--- src/rtl/imem_loader.sv ---
// Boot loader: length header then little-endian words into instruction memory, core held in reset until done.
// Write strobe is one cycle after byte 3 is accepted; done/cpu_rst release follows one edge later; in_ready only while loading.
module imem_loader #(
  parameter int ADDR_W = 8
) (
  input  logic              clk,
  input  logic              rst,
  input  logic              start,
  input  logic              in_valid,
  input  logic [7:0]        in_data,
  output logic              in_ready,
  output logic              mem_we,
  output logic [ADDR_W-1:0] mem_addr,
  output logic [31:0]       mem_wdata,
  output logic              cpu_rst,
  output logic              busy,
  output logic              done,
  output logic              err
);

  typedef enum logic [2:0] {IDLE, LEN_LO, LEN_HI, DATA, DONE} state_t;

  localparam logic [16:0] DEPTH = 17'(1) << ADDR_W;

  state_t            state_q, state_d;
  logic [15:0]       count_q, count_d;
  logic [1:0]        byte_idx_q, byte_idx_d;
  logic [ADDR_W:0]   word_idx_q, word_idx_d;
  logic [23:0]       part_q, part_d;
  logic              mem_we_q, mem_we_d;
  logic [ADDR_W-1:0] mem_addr_q, mem_addr_d;
  logic [31:0]       mem_wdata_q, mem_wdata_d;
  logic              cpu_rst_q, cpu_rst_d;
  logic              done_q, done_d;
  logic              err_q, err_d;
  logic [15:0]       hdr_n;
  logic              accept;

  assign busy      = (state_q == LEN_LO) || (state_q == LEN_HI) || (state_q == DATA);
  assign in_ready  = busy;
  assign accept    = in_valid && in_ready;
  assign hdr_n     = {in_data, count_q[7:0]};
  assign mem_we    = mem_we_q;
  assign mem_addr  = mem_addr_q;
  assign mem_wdata = mem_wdata_q;
  assign cpu_rst   = cpu_rst_q;
  assign done      = done_q;
  assign err       = err_q;

  always_comb begin
    state_d     = state_q;
    count_d     = count_q;
    byte_idx_d  = byte_idx_q;
    word_idx_d  = word_idx_q;
    part_d      = part_q;
    mem_we_d    = 1'b0;
    mem_addr_d  = mem_addr_q;
    mem_wdata_d = mem_wdata_q;
    cpu_rst_d   = cpu_rst_q;
    done_d      = done_q;
    err_d       = err_q;
    case (state_q)
      IDLE, DONE: begin
        if (start) begin
          state_d    = LEN_LO;
          done_d     = 1'b0;
          err_d      = 1'b0;
          word_idx_d = '0;
          byte_idx_d = '0;
          cpu_rst_d  = 1'b1;
        end else if (state_q == DONE) begin
          // Released one edge after entering DONE so the last write lands first
          done_d    = 1'b1;
          cpu_rst_d = 1'b0;
        end
      end
      LEN_LO: begin
        if (accept) begin
          count_d[7:0] = in_data;
          state_d      = LEN_HI;
        end
      end
      LEN_HI: begin
        if (accept) begin
          count_d[15:8] = in_data;
          if ({1'b0, hdr_n} > DEPTH) err_d = 1'b1;
          state_d = (hdr_n == 16'd0) ? DONE : DATA;
        end
      end
      DATA: begin
        if (accept) begin
          byte_idx_d = byte_idx_q + 2'd1;
          case (byte_idx_q)
            2'd0:    part_d[7:0]   = in_data;
            2'd1:    part_d[15:8]  = in_data;
            2'd2:    part_d[23:16] = in_data;
            default: begin
              // Words past the memory end are swallowed; the index saturates at DEPTH
              if (!word_idx_q[ADDR_W]) begin
                mem_we_d    = 1'b1;
                mem_addr_d  = word_idx_q[ADDR_W-1:0];
                mem_wdata_d = {in_data, part_q};
                word_idx_d  = word_idx_q + 1'b1;
              end
              count_d = count_q - 16'd1;
              if (count_q == 16'd1) state_d = DONE;
            end
          endcase
        end
      end
      default: state_d = IDLE;
    endcase
  end

  always_ff @(posedge clk or negedge rst) begin
    if (!rst) begin
      state_q     <= IDLE;
      count_q     <= '0;
      byte_idx_q  <= '0;
      word_idx_q  <= '0;
      part_q      <= '0;
      mem_we_q    <= 1'b0;
      mem_addr_q  <= '0;
      mem_wdata_q <= '0;
      cpu_rst_q   <= 1'b1;
      done_q      <= 1'b0;
      err_q       <= 1'b0;
    end else begin
      state_q     <= state_d;
      count_q     <= count_d;
      byte_idx_q  <= byte_idx_d;
      word_idx_q  <= word_idx_d;
      part_q      <= part_d;
      mem_we_q    <= mem_we_d;
      mem_addr_q  <= mem_addr_d;
      mem_wdata_q <= mem_wdata_d;
      cpu_rst_q   <= cpu_rst_d;
      done_q      <= done_d;
      err_q       <= err_d;
    end
  end

endmodule

--- config.mk ---
export PLATFORM = sky130hd
export DESIGN_NAME = imem_loader
export DESIGN_NICKNAME = d
export VERILOG_FILES = /design/src/rtl/imem_loader.sv
export SDC_FILE = /design/constraint.sdc
export NUM_CORES = 1
export LEC_CHECK = 0
export ABC_CLOCK_PERIOD_IN_PS = 2800
export CORE_ASPECT_RATIO = 0.6
export CORE_MARGIN = 4
export CORE_UTILIZATION = 55
export DETAILED_ROUTE_END_ITERATION = 12
export GPL_TIMING_DRIVEN = 0
export PLACE_DENSITY = 0.91
export SETUP_SLACK_MARGIN = 0.15
export SLEW_MARGIN = 20
export SYNTH_ARGS = -nofsm -noshare
export SYNTH_HDL_FRONTEND = slang
export SYNTH_SLANG_ARGS = --single-unit
export TNS_END_PERCENT = 1
--- constraint.sdc ---
create_clock -name clk -period 2.8 [get_ports clk]
set_clock_uncertainty 0.2 [all_clocks]
set_input_delay 0.42 -clock clk [delete_from_list [all_inputs] [get_ports clk]]
set_output_delay 0.42 -clock clk [all_outputs]
set_load 0.005 [all_outputs]
* Word level (Yosys, flattened, before mapping) *
Index checks and enable logic that the tools add are counted.

operators by class
  eq/ne operators = 15
  mux-type cells = 33
  reduce and logical (&&, ||, !) cells = 25
  bitwise logic cells = 2
  add/subtract/negate cells = 3
  order comparisons = 1

operator list
  kind                                                                    count
  9-bit 2-to-1 mux                                                        4
  16-bit 2-to-1 mux                                                       2
  8-bit one-hot mux with 2 select lines                                   2
  3-bit 2-to-1 mux                                                        7
  4-bit AND reduction                                                     5
  9-bit one-hot mux with 2 select lines                                   1
  16-bit by 1-bit == test with 1-bit output (second input constant)       1
  16-bit by 9-bit > comparator with 1-bit output (second input constant)  1
  16-bit logical NOT                                                      1
  16-bit by 1-bit subtractor with 16-bit output (second input constant)   1
  2-bit != test (second input constant)                                   6
  3-bit one-hot mux with 4 select lines                                   1
  3-bit AND reduction                                                     4
  1-bit 2-to-1 mux                                                        11
  2-bit nonzero test                                                      5
  9-bit by 1-bit adder with 9-bit output (second input constant)          1
  8-bit 2-to-1 mux                                                        1
  3-bit by 2-bit == test with 1-bit output (second input constant)        2
  6-bit AND reduction                                                     1
  5-bit AND reduction                                                     1
  2-bit 2-to-1 mux                                                        2
  2-bit by 1-bit != test with 1-bit output (second input constant)        2
  2-bit one-hot mux with 2 select lines                                   1
  3-bit by 1-bit == test with 1-bit output (second input constant)        1
  13 further kinds                                                        15

storage, ports and cells
  logic and storage cells = 94
  output and inout port bits = 46
  flip-flop bits (word level) = 98
  bits of input ports = 12

* Logic depth before layout (Yosys ltp) *
Gate-level depths: netlist of the first run.

  word-level depth = 6
  gate-level depth with buffers = 9
  mapped depth without buffers = 6

* Worst setup path before layout of the first run *
OpenSTA, ideal clock, no wires.

  kind = reg2reg
  start point = register count_q[0]
  end point = register state_q[1]
  stages on the path, launching flop included = 7
  setup time = 0.127 ns
  period minus slack after synthesis = 1.996 ns
  data arrival time = 1.669 ns
  path buffers = 0
  slack = 0.804 ns
  data required time = 2.473 ns
  cell sequence = dfrtp_1 > inv_1 > ha_1 > or4b_2 > nor4_2 > o21a_1 > o21ai_1

between the ends
  word-level cells in the longest chain between the ends = 4
  elaborated cells between the ends (all ways) = 7
  classes of those cells = 2 x eq/ne; 3 x mux; 2 x reduce/logical

RTL lines
  what                                   line  RTL
  start: declaration                     26    logic [15:0] count_q, count_d;
  start signal: assignment               130   count_q <= count_d;
  16-bit logical NOT                     87    state_d = (hdr_n == 16'd0) ? DONE : DATA;
  3-bit 2-to-1 mux                       87
  3-bit 2-to-1 mux                       84    if (accept) begin
  3-bit one-hot mux with 4 select lines  62    case (state_q)
  end signal: assignment                 129   state_q <= state_d;
  end: declaration                       25    state_t state_q, state_d;

Parallel ways exist; a longest one is shown, timed or not. The select of a mux whose other input is x is not followed.
A chain may end at the register's enable or synchronous reset.

* Worst setup path after layout of the first run *
  start point = register state_q[0]
  end point = output port in_ready

between the ends
  word-level cells in the longest chain between the ends = 3
  elaborated cells between the ends (all ways) = 5
  classes of those cells = 3 x eq/ne; 2 x reduce/logical

RTL lines
  what                                                                                                  line  RTL
  3-bit by 1-bit == test with 1-bit output or 3-bit by 2-bit == test with 1-bit output (tied branches)  39    assign busy = (state_q == LEN_LO) || (state_q == LEN_HI) || (state_q == DATA);
  1-bit logical OR                                                                                      39
  1-bit logical OR (*)                                                                                  39
  end: declaration                                                                                      11    output logic in_ready,

Every way passes the cells marked *; elsewhere a longest branch is shown, timed or not.

==> summary.md, run 1 <==
| Metric | Value |
|---|---|
| Internal cell power | 3.92 mW |
| Drt pass-1 iters | 5 |
| Post-CTS resize count | 0 |
| Hold Path Class | reg -> reg |
| Port Buffer Count | 57 |
| Peak Freq | 406 MHz |
| Startpoint Class | flop |
| Relative slew slack | 42.7% |
| Post-DRT Antenna Nets | 0 |
| Register area share after synthesis | 55.1% |
| PD cells | 1090 nW/µm² |
| Area grow syn2layout | 24.3% |
| Leakage power | 2.52 nW |
| Post-synth cell types | 49 |
| Die H | 77.7 µm |
| Die Span X | 124 µm |
| Area leader, netlist | dfrtp_1 |
| Initial Util | 56.5% |
| Clock network power share | 22.9% |
| Clk_lat worst skew | 0.35 ns |
| Post-synth EDFFs | 0 |
| Critical path capture point type | output port |
| Ant. Diodes | 0 |
| Final Setup Violations | 0 |
| Cells after synthesis | 453 |
| RD Place Congestion | 0.987 |
| Gr ovfl total | 0 |
| Final net count | 543 |
| Syn Area/Cell | 9.83 µm² |
| Final Slew Violations | 0 |
| Hpwl dp | 8.02 mm |
| Wirelength, routed | 11.5 mm |
| CP Class | reg -> out |
| Final worst setup slack | 0.339 ns |
| Pre-CTS setup slack | 0.175 ns |
| Remaining DRCs | 0 |
| Vias | 3734 |
| Tcrit/Tclk final | 87.9% |
| Clock Path Buffers | 2 |
| Status | complete, no violations |
| Worst path max stage delay | 0.43 ns |
| Total Power | 6.01 mW |
| Layout cells sized above 1 | 11.2% |
| Max IR drop VDD | 0.000628 V |
| Mapped Nets | 473 |
| First-pass GRT wire length | 18.8 mm |
| WL per Instance | 18.0 µm |
| Final Hold Fails | 0 |
| H-tree levels | 3 |
| Sequential power share | 40.7% |
| Yosys warning count | 0 |
| Hold Worst Slack | 0.263 ns |
| Full die area | 9640 µm² |
| Finished Core Util | 70.2% |
| Crit-path cells | buf_2, nor2_1, nor2_1, buf_4, clkdlybuf4s50_1 |
| Clock sink total | 98 |
| Postcts setup bufs | 0 |
| Commonest cells post-synth | nand2_1 (141), dfrtp_1 (97), mux2_2 (25) |
| Initial antenna violation count | 0 |
| TritonCTS clock tree | built |
| Total GRT Usage | 25.6% |
| CTS root buffer | clkbuf_16 |
| NetSw | 2.08 mW |
| Worst path bufs/invs | 3 |
| Crit path max-delay family | buffers and inverters |
| Gate power share | 36.5% |
| Synth top area share | 54.5% |
| CTS Buf Count | 9 |
| Core area | 7880 µm² |
| Post-synthesis async set-or-reset flop share | 100% |
| Yosys reg bits | 98 |
| Syn Std Cell Area | 4450 µm² |
| RSZ-0062 raised after global routing | no |
| Main synth FF type | dfrtp_1 |
| Tmin final | 2.46 ns |
| Largest net degree at the start of global routing | 73 |
| Slew of the pin with the lowest slew margin | 0.858 ns |
| Worst path slowest cell | clkdlybuf4s50_1 |
| Num rows | 25 |
| Largest cells by area after synthesis | dfrtp_1 (55%), nand2_1 (12%), mux2_2 (6.3%) |
| Filler Cell Count | 596 |
| CTS clk-pin slew, worst paths | 0.07 ns |
| Starting DRT DRC Count | 322 |
| Sw Share | 34.7% |
| Most frequent cell after synthesis | nand2_1 |
| CP Data Required Time | 2.18 ns |
| WP data arrival | 1.84 ns |
| Vias in the first global route | 3763 |
| IO Pins | 58 |
| CP Max Fanout | 10 |
| Max-Cap Viols | 0 |
| Most frequent CP cell | nor2_1 |
| Vias per cell | 5.87 |
-- area by class of cell --
cell class	instances	area (µm²)	share of cell area (%)
sequential	98	2450	44.3
tap	108	135	2.44
clock inverter	5	86.3	1.56
timing repair buffer	59	609	11.0
buffer	19	90.1	1.63
inverter	9	33.8	0.610
clock buffer	11	253	4.57
multi-input combinational	327	1870	33.9
-- per-layer routing --
metal | track usage (%) | wire length [µm] | vias up
met5 | 0 | 0 | -
met4 | 9.62 | 297 | 0
met3 | 8.89 | 1050 | 42
met2 | 36.5 | 5040 | 201
met1 | 36.1 | 5060 | 1787
li1 | - | - | 1704
-- worst min-delay path: cells and delay by family (launching register included) --
family	cells	cell delay (ns)
flip-flops	1	0.37
AND/OR/NAND/NOR	2	0.10
-- worst paths after layout --
kind	depth (start not counted)	end	slack, ns	start
max	5	in_ready	0.34	state_q[0]
min in group asynchronous	2	word_idx_q[6]	0.30	rst
max reg2reg	6	count_q[12]	0.35	count_q[0]
max in group asynchronous	3	mem_wdata[25]	1.48	rst
min reg2reg	2	cpu_rst	0.26	cpu_rst
min	2	cpu_rst	0.26	cpu_rst
-- metrics by stage --
stage | cells | instance area (µm²) | TNS [ns]
after floorplan | 453 | 4450 | 0
after global placement | 618 | 5160 | -225.95
after detailed placement | 619 | 5190 | 0
after CTS | 636 | 5540 | 0
after global routing | 636 | 5540 | 0
final | 636 | 5540 | 0
-- cells by family (layout without fill, tap and decap cells) --
group / after synthesis / count (layout) / synth area share (%)
adder cells (fa/ha/maj): 8 / 8 / 2.25
buffers and inverters: 28 / 103 / 2.78
AND/OR/NAND/NOR: 224 / 224 / 23.5
multiplexers: 27 / 27 / 6.77
AO/OA/AOI/OAI: 68 / 68 / 9.61
flip-flops: 98 / 98 / 55.1
-- flip-flops by register name (all words and copies together) (netlist names) --
signal	cells
byte_idx_q	2
count_q	16
cpu_rst	1
done	1
err	1
mem_addr	8
mem_wdata	32
mem_we	1
part_q	24
state_q	3
word_idx_q	9
-- timing repair --
item / 4_1_cts / 5_1_grt
hold endpoints to repair: 26 / 0
setup endpoints to repair: 0 / 0
hold buffers: 1 / 0
-- power groups by stage --
stage                     combinational [mW]  sequential [mW]  clock (mW)
after CTS                               2.18             2.43        1.39
after global placement                  2.03             2.39           0
after floorplan                         1.21             2.35           0
after global routing                    2.40             2.51        1.45
final                                   2.19             2.44        1.37
after detailed placement                2.15             2.43           0
-- placed cells by master, fill, tap and decap left out, types with 7 or more instances in the layout --
cell type and instances:
a21oi_1 12, a31oi_1 7, clkbuf_1 10, clkbuf_16 9, clkdlybuf4s50_1 56, dfrtp_1 97
ha_1 8, inv_1 9, mux2_2 25, nand2_1 141, nand3_1 11, nor2_1 19
nor3_1 9, o21ai_0 23
No activity file was read; power rests on OpenSTA's default activity.
==> run 2: changes to the inputs <==
Settings changed: CAP_MARGIN set to 20.
==> results of run 2 <==
The final DEF is identical to that of run 1; final timing and power are the same.
==> run 3: changes to the inputs <==
Settings changed: CAP_MARGIN 20 to 30.
==> results of run 3 <==
The final DEF is identical to that of run 1; final timing and power are the same.
